### src/rtl/hilo_div_ctrl.sv
// Multi-cycle restoring unsigned divider that owns the HI/LO registers and drives pipeline stalls.
// Optional macro HILO_DIV_ZERO_FAST_EN: a zero divisor completes one edge after capture.
module hilo_div_ctrl #(
  parameter int WIDTH = 32,
  parameter int CNT_W = 6
) (
  input  logic             clk,
  input  logic             rst,
  input  logic             start,
  input  logic [WIDTH-1:0] dividend,
  input  logic [WIDTH-1:0] divisor,
  input  logic             mf_req,
  input  logic             mf_sel,
  output logic [WIDTH-1:0] mf_data,
  output logic [WIDTH-1:0] hi,
  output logic [WIDTH-1:0] lo,
  output logic             busy,
  output logic             done,
  output logic             stall,
  output logic             dz
);
  typedef enum logic {IDLE, BUSY} state_t;

  state_t           state, state_nxt;
  logic [CNT_W-1:0] cnt;
  logic [WIDTH-1:0] q, r, d;
  logic [WIDTH:0]   r_sh;
  logic [WIDTH-1:0] r_next, q_next;
  logic             take, fast_zero, last;

  // One restoring step; the shifted remainder carries an extra bit so the compare cannot overflow.
  always_comb begin
    r_sh   = {r, q[WIDTH-1]};
    take   = r_sh >= {1'b0, d};
    r_next = take ? (r_sh[WIDTH-1:0] - d) : r_sh[WIDTH-1:0];
    q_next = {q[WIDTH-2:0], take};
  end

`ifdef HILO_DIV_ZERO_FAST_EN
  assign fast_zero = (d == '0);
`else
  assign fast_zero = 1'b0;
`endif

  assign last    = (cnt == CNT_W'(1));
  assign busy    = (state == BUSY);
  assign mf_data = mf_sel ? hi : lo;
  // Second term: DIVU in EX and MFHI/MFLO in ID arriving together while idle.
  assign stall   = (busy & (mf_req | start)) | (start & ~busy & mf_req);

  always_comb begin
    state_nxt = state;
    case (state)
      IDLE: if (start) state_nxt = BUSY;
      BUSY: if (last || fast_zero) state_nxt = IDLE;
      default: state_nxt = IDLE;
    endcase
  end

  always_ff @(posedge clk or posedge rst) begin
    if (rst) state <= IDLE;
    else     state <= state_nxt;
  end

  always_ff @(posedge clk or posedge rst) begin
    if (rst) begin
      cnt  <= '0;
      q    <= '0;
      r    <= '0;
      d    <= '0;
      hi   <= '0;
      lo   <= '0;
      done <= 1'b0;
      dz   <= 1'b0;
    end else begin
      done <= 1'b0;
      if (state == IDLE) begin
        if (start) begin
          q   <= dividend;
          d   <= divisor;
          r   <= '0;
          cnt <= CNT_W'(WIDTH);
        end
      end else if (fast_zero) begin
        // q still holds the untouched dividend here
        hi   <= q;
        lo   <= '1;
        dz   <= 1'b1;
        done <= 1'b1;
        cnt  <= '0;
      end else begin
        r   <= r_next;
        q   <= q_next;
        cnt <= cnt - CNT_W'(1);
        if (last) begin
          hi   <= r_next;
          lo   <= q_next;
          dz   <= (d == '0);
          done <= 1'b1;
        end
      end
    end
  end
endmodule

### config.mk
export PLATFORM = sky130hd
export DESIGN_NAME = hilo_div_ctrl
export DESIGN_NICKNAME = d
export VERILOG_FILES = /design/src/rtl/hilo_div_ctrl.sv
export SDC_FILE = /design/constraint.sdc
export NUM_CORES = 1
export LEC_CHECK = 0
export ABC_AREA = 1
export CAP_MARGIN = 40
export CORE_MARGIN = 1
export CORE_UTILIZATION = 54
export CTS_CLUSTER_SIZE = 28
export DETAILED_ROUTE_END_ITERATION = 10
export GPL_TIMING_DRIVEN = 0
export PLACE_DENSITY = 0.92
export SLEW_MARGIN = 20
export SYNTH_ARGS = -nofsm -noshare
export SYNTH_HDL_FRONTEND = slang
export SYNTH_SLANG_ARGS = --single-unit
export TNS_END_PERCENT = 5
### constraint.sdc
create_clock -name clk -period 6.45 [get_ports clk]
set_input_delay 1.29 -clock clk [delete_from_list [all_inputs] [get_ports clk]]
set_output_delay 1.29 -clock clk [all_outputs]
set_load 0.01 [all_outputs]
==> flow_metrics.tcl <==
set metrics [dict create \
    drcViolationCount 0 \
    detail_route.vias_per_cell 5.67 \
    post_synth.cell_area_avg_sq_um 7.29 \
    cts_setup_buffers 0 \
    multi_input_area_sq_mm 0.00466 \
    wire_per_inst_um 18.4 \
    synth-edff-count 0 \
    io_buffers 167 \
    setup_viol 0 \
    cp.arrival_ps 3380 \
    hold_buffers 0 \
    synthTopCellsByArea "dfrtp_1 42%, nand2_1 18%, inv_1 8.2%, o21ai_0 5.2%, nand3_1 4.7%" \
    hold_ws_ps 510 \
    critPathLaunchType "primary input" \
    gp_congestion 0.985 \
    drt_wl_total_mm 33.0 \
    nets 1659 \
    ys_seq_elements 169 \
    synth_common_cells "473 x nand2_1, 217 x inv_1, 169 x dfrtp_1" \
    cts_sinks 169 \
    dpl.hpwl_mm 24.8 \
    gr-total-overflow 0 \
    post_cts.resized_instances 0 \
    cp_slowest_cell "nor2_1" \
    rsz0062_at_grt "false" \
    maxSlewHeadroom 0.499 \
    slew_viol_final 0 \
    fin_ws_ps 1780 \
    antenna_found_initial 0 \
    start_util 0.553 \
    core-area_sq_mm 0.0180 \
    cts_tree "done" \
    syn_inst 1367 \
    leakage_nw 6.47 \
    cap_violations 0 \
    synthFlopType "dfrtp_1" \
    crit_type "primary input to output pin" \
    drt-initial-drc-count 1036 \
    crit_path_max_fanout 10 \
    synth_cell_type_count 35 \
    fp.dieH_um 138 \
    synth_most_common_cell "nand2_1" \
    cp_cell_sequence "clkdlybuf4s50_1, nor2_1, clkbuf_1, nor2_1, clkdlybuf4s50_1" \
    synth_top_area_share 0.424 \
    synth_top_cell_by_area "dfrtp_1" \
    area_growth_pct 26.2 \
    gr-usage-all-layers 0.356 \
    crit_path_max_incr_delay_ps 510 \
    antenna_left 0 \
    seqCellArea_sq_mm 0.00423 \
    worstPathRequired_ps 5160 \
    dp_slack_ps 1890 \
    htreeDepth 4 \
    end_kind "output pin" \
    p_per_area_mw_per_mm2 649 \
    fmax_mhz 214 \
    num_io_pins 169 \
    max-vdd-ir-drop_uv 470 \
    row_count 49 \
    grt_pass1_wl_mm 50.4 \
    ys_warn_count 0 \
    drive_gt1_frac 0.0619 \
    min_period_ps 4670 \
    status "complete, no violations" \
    clk_pin_slew_ps 80 \
    syn_nets 1471 \
    fin_crit_sh 0.724 \
    clock_path_buffers 2 \
    hold_path.class "register to register" \
    vias 10200 \
    cts-root-buf "clkbuf_16" \
    numCtsBuffers 17 \
    finalHoldViolCount 0 \
    synthArstFlopShare 1.00 \
    synthesis.area_sq_mm 0.00997 \
    grt_max_degree 103 \
    grt_pass1_vias 9852 \
    synth-seq-area-share 0.424 \
    worstMarginPinSlew_ps 752 \
    clk_latency_ps 450 \
    drtPass1Iterations 7 \
    finClkSkew_ps 13.6 \
    die_w_um 138 \
    final.fill_count 1403 \
    dieArea_sq_mm 0.0190 \
]
## layer usage
metal / GRT usage / up-vias / wire length, um
li1: - / 4706 / -
met1: 0.458 / 4763 / 13000
met2: 0.563 / 597 / 15300
met3: 0.0709 / 135 / 3020
met4: 0.191 / 0 / 1660
met5: 0 / - / 0
## cell families after synthesis
| group | synth area share |
|---|---|
| simple gates | 0.285 |
| buf+inv | 0.108 |
| mux | 0.0260 |
| compound gates | 0.0992 |
| flops | 0.424 |
| fa+ha+maj | 0.0447 |
| xor+xnor | 0.0132 |
## final timing paths
path	endpoint	start	depth (start not counted)	slack [ps]
max	stall	start	5	1780
min	cnt[5]	cnt[5]	1	510
max reg2reg	hi[26]	r[24]	14	3770
min reg2reg	cnt[5]	cnt[5]	1	510
max in group asynchronous	d[5]	rst	3	4320
min in group asynchronous	lo[23]	rst	2	1260
## critical path, delay by kind of cell
family                 cells  cell delay (ps)
buffers and inverters      3             1450
and+or+nand+nor            2              640
## stage by stage
step | instances | instance area [sq um] | utilization | power (mW) | setup TNS [ps]
2_1_floorplan | 1367 | 9970 | - | 5.23 | 0
4_1_cts | 1797 | 12600 | 0.698 | 8.07 | 0
6_report | 1798 | 12600 | 0.698 | 8.16 | 0
5_1_grt | 1797 | 12600 | 0.698 | 8.83 | 0
3_3_place_gp | 1763 | 11900 | 0.662 | 6.79 | -236680
3_5_place_dp | 1765 | 12000 | 0.664 | 6.95 | 0
## cells in the final DEF (no fill, tap or decap), types with 11 or more instances in the layout
master and n:
a21oi_1 26, a22oi_1 21, clkbuf_1 30, clkbuf_16 17, clkdlybuf4s50_1 167, dfrtp_1 169
ha_1 34, inv_1 216, mux2_2 23, nand2_1 473, nand3_1 93, nand4_1 14
nor2_1 57, o21ai_0 104, o21ai_1 11
## state kept, by name (all words and copies together) (netlist names)
signal and flops:
hi 32, lo 32, dz 1, busy 1, d 32, done 1, q 32, r 32
cnt 6
## layout make-up
class                   instances  area share
multi-input cells             928       0.371
flip-flops and latches        169       0.336
repair buffers                169       0.136
inverters                     218      0.0657
clock buffers                  17      0.0338
well taps                     229      0.0228
plain buffers                  52      0.0206
clock inverters                15      0.0142
diodes                          1    0.000199
## power by group
| group | total (mW) | switching [mW] | internal, mW |
|---|---|---|---|
| logic | 5.11 | 3.15 | 1.96 |
| clock network | 1.04 | 0.520 | 0.524 |
| registers | 2.02 | 0.417 | 1.60 |
No activity file was read; power rests on OpenSTA's default activity.
